$ cat src/rtl/cke_sched_if.sv
// Configuration write port of the clock-enable scheduler.
// Master drives a channel write (index, divisor, enable) with a valid/ready handshake;
// slave answers with ready and a one-cycle error pulse for out-of-range channel writes.
interface cke_sched_if #(
   parameter int N  = 4,
   parameter int DW = 16
);
   localparam int CW = (N > 1) ? $clog2(N) : 1;

   logic          cfg_valid;
   logic          cfg_ready;
   logic [CW-1:0] cfg_ch;
   logic [DW-1:0] cfg_div;
   logic          cfg_en;
   logic          cfg_err;

   modport master (
      output cfg_valid, cfg_ch, cfg_div, cfg_en,
      input  cfg_ready, cfg_err
   );

   modport slave (
      input  cfg_valid, cfg_ch, cfg_div, cfg_en,
      output cfg_ready, cfg_err
   );
endinterface

$ cat src/rtl/cke_sched.sv
// Shared base prescaler plus N programmable divider channels producing one-cycle clock-enable strobes.
// Latency: base_cke/cke registered one cycle after the enabled tick cycle; config applies 1 cycle after accept.
// Backpressure: cfg_ready drops for exactly one cycle per accepted write (max one write per 2 cycles).
// Optional feature macro CKE_SCHED_BYPASS_EN: en=1/div=0 channels strobe on every ena-high cycle.
module cke_sched #(
   parameter int T  = 50000000,
   parameter int N  = 4,
   parameter int DW = 16
) (
   input  logic         clk,
   input  logic         rst_,
   input  logic         ena,
   cke_sched_if.slave   cfg,
   output logic         base_cke,
   output logic [N-1:0] cke
);

   localparam int              BW      = (T > 1) ? $clog2(T) : 1;
   localparam int              CW      = (N > 1) ? $clog2(N) : 1;
   localparam logic [BW-1:0]   BC_LAST = BW'(T - 1);

   typedef enum logic {S_IDLE, S_APPLY} state_t;

   state_t        state_q;
   logic          ready_q;
   logic          err_q;
   logic [CW-1:0] ch_q;
   logic [DW-1:0] ldiv_q;
   logic          len_q;

   logic [BW-1:0] bc_q, bc_d;
   logic          base_cke_q, base_cke_d;
   logic [N-1:0]  cke_q, cke_d;
   logic [DW-1:0] div_q [N];
   logic [DW-1:0] div_d [N];
   logic [DW-1:0] cc_q  [N];
   logic [DW-1:0] cc_d  [N];
   logic [N-1:0]  en_q, en_d;

   logic          tick;
   logic          apply_ok;

   // Config handshake: accept in IDLE, spend one cycle in APPLY, flag out-of-range channels.
   always_ff @(posedge clk or negedge rst_) begin
      if (!rst_) begin
         state_q <= S_IDLE;
         ready_q <= 1'b1;
         err_q   <= 1'b0;
         ch_q    <= '0;
         ldiv_q  <= '0;
         len_q   <= 1'b0;
      end else begin
         case (state_q)
            S_IDLE: begin
               err_q <= 1'b0;
               if (cfg.cfg_valid && ready_q) begin
                  ch_q    <= cfg.cfg_ch;
                  ldiv_q  <= cfg.cfg_div;
                  len_q   <= cfg.cfg_en;
                  ready_q <= 1'b0;
                  state_q <= S_APPLY;
               end
            end
            S_APPLY: begin
               err_q   <= !(int'(ch_q) < N);
               ready_q <= 1'b1;
               state_q <= S_IDLE;
            end
            default: state_q <= S_IDLE;
         endcase
      end
   end

   // Base prescaler, per-channel dividers, and the APPLY override that wins over a same-cycle tick.
   always_comb begin
      bc_d     = bc_q;
      div_d    = div_q;
      cc_d     = cc_q;
      en_d     = en_q;
      cke_d    = '0;
      tick     = ena && (bc_q == '0);
      apply_ok = (state_q == S_APPLY) && (int'(ch_q) < N);

      if (ena) begin
         bc_d = (bc_q == BC_LAST) ? '0 : bc_q + BW'(1);
      end

      for (int i = 0; i < N; i++) begin
         if (tick && en_q[i] && (div_q[i] != '0)) begin
            if (cc_q[i] == div_q[i] - DW'(1)) begin
               cc_d[i]  = '0;
               cke_d[i] = 1'b1;
            end else begin
               cc_d[i] = cc_q[i] + DW'(1);
            end
         end
`ifdef CKE_SCHED_BYPASS_EN
         // Divisor 0 skips the prescaler entirely and follows ena.
         if (en_q[i] && (div_q[i] == '0)) begin
            cke_d[i] = ena;
         end
`endif
         if (apply_ok && (int'(ch_q) == i)) begin
            div_d[i] = ldiv_q;
            en_d[i]  = len_q;
            cc_d[i]  = '0;
            cke_d[i] = 1'b0;
         end
      end

      base_cke_d = tick;
   end

   // Datapath state and registered strobes.
   always_ff @(posedge clk or negedge rst_) begin
      if (!rst_) begin
         bc_q       <= '0;
         base_cke_q <= 1'b0;
         cke_q      <= '0;
         div_q      <= '{default: '0};
         cc_q       <= '{default: '0};
         en_q       <= '0;
      end else begin
         bc_q       <= bc_d;
         base_cke_q <= base_cke_d;
         cke_q      <= cke_d;
         div_q      <= div_d;
         cc_q       <= cc_d;
         en_q       <= en_d;
      end
   end

   assign cfg.cfg_ready = ready_q;
   assign cfg.cfg_err   = err_q;
   assign base_cke      = base_cke_q;
   assign cke           = cke_q;

endmodule

$ cat src/flat_wrapper.sv
// flat-port wrapper written by rule: the top's interface ports become plain ports
module cke_sched_flat 
#(
   parameter int T  = 50000000,
   parameter int N  = 4,
   parameter int DW = 16
)
  (clk, rst_, ena, base_cke, cke, cfg_cfg_valid, cfg_cfg_ch, cfg_cfg_div, cfg_cfg_en, cfg_cfg_ready, cfg_cfg_err);
  cke_sched_if #(.N(N), .DW(DW)) cfg_i ();
  input  logic clk;
  input  logic rst_;
  input  logic ena;
  output logic base_cke;
  output logic [N-1:0] cke;
  input wire logic [$bits(cfg_i.cfg_valid)-1:0] cfg_cfg_valid;
  input wire logic [$bits(cfg_i.cfg_ch)-1:0] cfg_cfg_ch;
  input wire logic [$bits(cfg_i.cfg_div)-1:0] cfg_cfg_div;
  input wire logic [$bits(cfg_i.cfg_en)-1:0] cfg_cfg_en;
  output wire logic [$bits(cfg_i.cfg_ready)-1:0] cfg_cfg_ready;
  output wire logic [$bits(cfg_i.cfg_err)-1:0] cfg_cfg_err;
  assign cfg_i.cfg_valid = cfg_cfg_valid;
  assign cfg_i.cfg_ch = cfg_cfg_ch;
  assign cfg_i.cfg_div = cfg_cfg_div;
  assign cfg_i.cfg_en = cfg_cfg_en;
  assign cfg_cfg_ready = cfg_i.cfg_ready;
  assign cfg_cfg_err = cfg_i.cfg_err;
  cke_sched #(.T(T), .N(N), .DW(DW)) u_core (.clk(clk), .rst_(rst_), .ena(ena), .cfg(cfg_i), .base_cke(base_cke), .cke(cke));
endmodule
$ cat config.mk
export PLATFORM = sky130hd
export DESIGN_NAME = cke_sched_flat
export DESIGN_NICKNAME = d
export VERILOG_FILES = /design/src/rtl/cke_sched_if.sv /design/src/rtl/cke_sched.sv /design/src/flat_wrapper.sv
export SDC_FILE = /design/constraint.sdc
export NUM_CORES = 1
export LEC_CHECK = 0
export ABC_AREA = 1
export CAP_MARGIN = 0
export CELL_PAD_IN_SITES_DETAIL_PLACEMENT = 1
export CELL_PAD_IN_SITES_GLOBAL_PLACEMENT = 1
export CORE_MARGIN = 2
export CORE_UTILIZATION = 50
export CTS_CLUSTER_DIAMETER = 120
export DETAILED_ROUTE_END_ITERATION = 10
export PLACE_DENSITY = 0.93
export SLEW_MARGIN = 20
export SYNTH_ARGS = -nofsm -noshare
export SYNTH_HDL_FRONTEND = slang
export SYNTH_SLANG_ARGS = --single-unit
$ cat constraint.sdc
create_clock -name clk -period 4.79 [get_ports clk]
set_input_delay 0.7185 -clock clk [delete_from_list [all_inputs] [get_ports clk]]
set_output_delay 0.7185 -clock clk [all_outputs]
set_load 0.02 [all_outputs]
==> run summary, run 1 <==
outcome: complete, no violations
crit path DAT: 3090 ps
critical-path cell list: clkdlybuf4s50_1, buf_4, inv_4, nor2_4, nand2_1, nor2_1, nand2_1, nor3_4, nand3b_2, nor2_2, nand3_1, nand2_1
cts hold-fix bufs: 0
f_max: 0.371 GHz
Tmin final: 2690 ps
die height: 158 µm
largest net degree at the start of global routing: 185
TritonCTS clock tree: yes
leading area contributor after synthesis: dfrtp_1
effective utilization at floorplan: 0.508
flops & latches, synth: 184
top cells by area, synth: dfrtp_1 39%, nand2_1 16%, inv_1 6.4%
final setup skew: 17.5 ps
worst r2r path cells: 12
# resized after CTS: 0
Final WS setup: 2100 ps
core area: 23400 µm²
top_reg_cell synth: dfrtp_1
unrepaired setup endpoints after global routing: no
GRT overflow: 0
vias in the first global route: 12400
Synth Instances: 1683
Avg Vias per Cell: 5.70
dpl ws: 1620 ps
Synth async-reset ratio: 1.00
syn_area_per_cell: 7.06 µm²
Setup crit end kind: register
sequential-to-total area share from yosys stat: 0.387
R2R Path Start: u_core.div_q[48]
Post-CTS Setup Inserts: 0
crit-path max cell delay: 450 ps
most used cell, CP: nand2_1
via count: 11600
CP Launch Point: ena
final WL: 39100 µm
area of the multi-input gates: 6270 µm²
Yosys top cell area share: 0.385
fin. max-slew vios: 0
placed insts: 1997
total power: 6940 µW
Row Count: 56
Num CTS Buffers: 17
Min Hold Slack: 220 ps
antenna cells: 0
Rel. slew slack: 0.392
max-cap violation count: 0
DIE WIDTH: 158 µm
mapped cell area: 11900 µm²
DR DRC count: 0
Detail Placement HPWL: 26900 µm
Critical Path RT: 5190 ps
gr usage total: 0.326
H-tree depth: 4
Boundary Pins: 30
fillers: 3110
Critical-path top delay cell: clkdlybuf4s50_1
DR iter-0 viols: 701
clock-pin slew on the worst setup and hold paths: 80 ps
Worst Setup Start Kind: primary input
Final Hold Vio Count: 0
gp weighted congestion: 0.928
commonest non-fill, non-tap cell in the layout: nand2_1
Worst Tran Pin Value: 911 ps
syn nets: 1716
PD cells: 532 nW/µm²
critical path class: primary input to register
antenna violations before repair: 0
Routed Antenna Nets: 0
Synth-to-Final Area Change: 9.70%
clk sinks: 184
Crit Path Max Fanout: 17
Final Non-Filler Cells: 2030
Nets: 1731
post-synth cell types: 51
Hold WC Path Type: primary input to asynchronous set/reset pin
crit path capture: u_core.cc_q[63]
DRT Pass-1 Iters: 5
drt wl/cell: 19.2 µm
Worst R2R Setup Slack: 2150 ps
Clock Latency Late Sink: 470 ps
worst reg2reg path endpoint: u_core.cke[0]
period utilization: 0.562
global-route wire length before repair: 63600 µm
leak pwr: 0.00639 µW
Port-buffer cells: 28
Setup TNS: 0 ps
count of yosys warnings during synthesis: 0
Peak VDD IR: 0.000322 V
Final setup viols: 0
Clock Path Buffers: 2
root buffer cell: clkbuf_16
Register Area: 4610 µm²
commonest cells after routing, fill and taps aside: 511 x nand2_1, 202 x inv_1, 183 x dfrtp_1
number of synthesized flops with an enable pin: 0
layout cells sized above 1: 0.0701
die footprint: 25000 µm²
==> cell families after synthesis <==
group,after synthesis,share of synthesized area
AOI/OAI and AO/OA,161,0.0788
xor gates and xnor gates,99,0.0729
adders and majority gates,10,0.0105
buffers and inverters,257,0.0858
DFF,184,0.387
other,1,0.000315
and+or+nand+nor,971,0.364
==> registers in the layout, indices dropped and copies added, names as in the netlist <==
name / flops
u_core.div_q: 64
u_core.base_cke: 1
u_core.len_q: 1
u_core.ch_q: 2
u_core.apply_ok: 1
u_core.bc_q: 26
u_core.cke: 4
u_core.cc_q: 64
u_core.ldiv_q: 16
u_core.en_q: 4
u_core.cfg.cfg_ready: 1
==> worst min path at each step <==
stage,startpoint,cells after the start,endpoint
finish,rst_,2,u_core.cc_q[8]
global route,rst_,2,u_core.cc_q[5]
CTS,u_core.cfg.cfg_ready,2,u_core.cfg.cfg_ready
detailed placement,u_core.cfg.cfg_ready,2,u_core.cfg.cfg_ready
global placement,u_core.cfg.cfg_ready,2,u_core.cfg.cfg_ready
floorplan,rst_,0,u_core.apply_ok
==> worst max-delay path: cells and delay by family <==
kind	cells	cell delay [ps]
simple gates	9	1590
buf+inv	3	770
==> cell type report <==
type                            count  area share
Inverter                          219      0.0633
Multi-Input combinational cell   1242       0.481
Tap cell                          319      0.0306
Timing Repair Buffer               34      0.0277
Clock buffer                       17      0.0326
Sequential cell                   184       0.353
Clock inverter                     15      0.0119
==> metal layers <==
| metal | wire (µm) | global-route usage |
|---|---|---|
| met1 | 15800 | 0.387 |
| met5 | 0 | 0 |
| met4 | 1580 | 0.156 |
| met2 | 20000 | 0.577 |
| met3 | 1690 | 0.0523 |
==> report_power, final <==
part / switching, µW / internal [µW] / total, µW
clock network: 759 / 700 / 1460
registers: 570 / 1910 / 2480
logic: 2040 / 952 / 2990
==> cell usage after synthesis (3+ instances only) <==
master	count
nand4_1	45
dfrtp_1	183
nor3_2	4
nor2_1	177
xor2_1	71
nor2_2	7
buf_4	3
nand2_1	511
xnor2_1	28
o22ai_1	3
clkbuf_1	23
o21bai_1	4
clkinv_1	3
inv_1	202
nand3_1	121
nor3_1	36
or2_2	4
nor3_4	3
inv_2	12
o21ai_0	105
ha_1	10
nor2_4	8
nand3_2	4
nand2_2	8
buf_2	5
a21oi_1	16
nor4_1	10
nand3b_1	22
a31oi_1	3
buf_6	4
clkbuf_2	3
o21ai_2	19
==> stage by stage <==
stage | util | area (µm²)
floorplan | - | 11900
global placement | 0.531 | 12400
detailed placement | 0.531 | 12400
CTS | 0.556 | 13000
global route | 0.557 | 13000
finish | 0.557 | 13000
Power figures use the tool's default switching activity.
==> inputs of run 2 (changes only) <==
--- a/config.mk
+++ b/config.mk
@@ -10,10 +10,10 @@
 export CELL_PAD_IN_SITES_DETAIL_PLACEMENT = 1
 export CELL_PAD_IN_SITES_GLOBAL_PLACEMENT = 1
 export CORE_MARGIN = 2
-export CORE_UTILIZATION = 50
+export CORE_UTILIZATION = 42
 export CTS_CLUSTER_DIAMETER = 120
 export DETAILED_ROUTE_END_ITERATION = 10
-export PLACE_DENSITY = 0.93
+export PLACE_DENSITY = 0.84
 export SLEW_MARGIN = 20
 export SYNTH_ARGS = -nofsm -noshare
 export SYNTH_HDL_FRONTEND = slang
==> constraint.sdc (replaced) <==
create_clock -name clk -period 2.3 [get_ports clk]
set_input_delay 0.345 -clock clk [delete_from_list [all_inputs] [get_ports clk]]
set_output_delay 0.345 -clock clk [all_outputs]
set_load 0.02 [all_outputs]
==> run summary, run 2 (synthesis gave the netlist of run 1 again) <==
Row Count: 61
Boundary Pins: 30
DIE WIDTH: 172 µm
crit-path max cell delay: 400 ps
switching share of total power: 0.461
Worst Tran Pin Value: 507 ps
crit path DAT: 2570 ps
Num CTS Buffers: 17
Nets: 1763
antenna violations before repair: 0
core area: 27900 µm²
layout cells sized above 1: 0.104
gr usage total: 0.258
biggest regs: u_core.cc_q: 64 flops, u_core.div_q: 64 flops, u_core.bc_q: 26 flops
DRT Pass-1 Iters: 5
clock power share: 0.223
period utilization: 0.949
Rel. slew slack: 0.661
sw power: 6790 µW
critical path class: register to register
final WL: 36900 µm
Port-buffer cells: 28
Final setup viols: 0
Avg Vias per Cell: 5.33
max-cap violation count: 0
Min Hold Slack: 377 ps
crit-path leading delay family: simple AND/OR/NAND/NOR gates
largest net degree at the start of global routing: 60
Internal Power: 7920 µW
drt wl/cell: 17.4 µm
DR DRC count: 0
die footprint: 29700 µm²
Worst Setup Start Kind: register
Tmin final: 2180 ps
clock-pin slew on the worst setup and hold paths: 80 ps
area of the multi-input gates: 6380 µm²
final setup skew: 18.5 ps
Clock Latency Late Sink: 460 ps
PD cells: 1080 nW/µm²
effective utilization at floorplan: 0.427
root buffer cell: clkbuf_16
Comb pwr share: 0.430
fillers: 3545
clk sinks: 184
Final Hold Vio Count: 0
vias in the first global route: 11600
Peak VDD IR: 0.000631 V
Critical Path RT: 2690 ps
critical-path cell list: inv_2, ha_1, inv_1, nor2_1, nand4_1, nor3_4, buf_12, nand3_1, nor2_4, nand2_4, o21ai_2
commonest cells after routing, fill and taps aside: 503 x nand2_1, 200 x inv_1, 181 x dfrtp_1
Critical-path top delay cell: dfrtp_1
global-route wire length before repair: 59700 µm
antenna cells: 0
Crit Path Max Fanout: 8
outcome: complete, no violations
design area: 13600 µm²
commonest non-fill, non-tap cell in the layout: nand2_1
gp weighted congestion: 0.888
Synth-to-Final Area Change: 14.1%
DR iter-0 viols: 548
f_max: 0.458 GHz
GRT overflow: 0
TritonCTS clock tree: yes
via count: 11300
Detail Placement HPWL: 27100 µm
Area after DPL: 12700 µm²
Setup crit end kind: register
leak pwr: 0.00660 µW
H-tree depth: 4
Clock Path Buffers: 2
fin. max-slew vios: 0
die height: 172 µm
Register Area: 4610 µm²
critical path buffer and inverter count: 3
sequential share of power: 0.348
Routed Antenna Nets: 0
Hold WC Path Type: primary input to asynchronous set/reset pin
run 2: cell types whose count changed in the layout (fill, tap and decap cells not counted), sizes merged:
cell,change
nand2,+1
bufinv,+3
buf,+30
dlygate4sd3,+1
inv,-2
clkinv,-4
clkbuf,+1
clkinvlp,+2
run 2: stage by stage:
stage               TNS, ps   util  std cells  setup WS, ps  total power, µW
floorplan                 0      -       1683           415             9110
global placement          0  0.457       2080          83.1            10600
detailed placement        0  0.457       2080          33.8            11000
CTS                       0  0.481       2114          2.14            14500
global route          -42.4  0.487       2121         -18.8            15800
finish                    0  0.487       2121           118            14700
run 2: timing repair:
item / 4_1_cts / 5_1_grt
buffers inserted: 1 / 6
pin swaps: 1 / 8
setup endpoints to repair: 24 / 72
cloned: 0 / 1
hold endpoints to repair: 38 / 0
hold buffers: 1 / 0
gates resized for setup: 1 / 39
run 2: cell type report:
type | count | share of cell area
Clock buffer | 18 | 0.0316
Clock inverter | 14 | 0.0152
Inverter | 219 | 0.0612
Multi-Input combinational cell | 1243 | 0.471
Sequential cell | 184 | 0.340
Tap cell | 378 | 0.0349
Timing Repair Buffer | 65 | 0.0465
run 2: path summary, 6_finish.rpt:
| path | slack, ps | from | to | cells after the start |
|---|---|---|---|---|
| max | 120 | u_core.bc_q[0] | u_core.cc_q[6] | 11 |
| min | 380 | rst_ | u_core.cc_q[5] | 2 |
| max reg2reg | 120 | u_core.bc_q[0] | u_core.cc_q[6] | 11 |
| min reg2reg | 500 | u_core.cfg.cfg_ready | u_core.cfg.cfg_ready | 2 |
| max in group asynchronous | 1090 | rst_ | u_core.cc_q[16] | 3 |
| min in group clk | 410 | cfg_cfg_div[3] | u_core.ldiv_q[3] | 3 |
run 2: routing by layer:
layer,global-route usage,wire length (µm),part of all wire
met5,0,0,0
met4,0.0913,1100,0.030
met3,0.0366,1080,0.029
met1,0.314,15800,0.43
met2,0.463,18900,0.51
run 2: worst reg2reg max path, delay by kind of cell (launching register included):
family	cells	cell delay (ps)
buffers and inverters	3	310
DFF	1	400
adders and majority gates	1	160
and+or+nand+nor	6	1120
AOI/OAI and AO/OA	1	140
run 2: power groups by stage:
stage	registers, µW	logic, µW	clock network, µW
after CTS	5090	6070	3330
after floorplan	4670	4440	0
final	5110	6320	3280
after detailed placement	5130	5870	0
after global routing	5200	7170	3440
after global placement	5090	5550	0
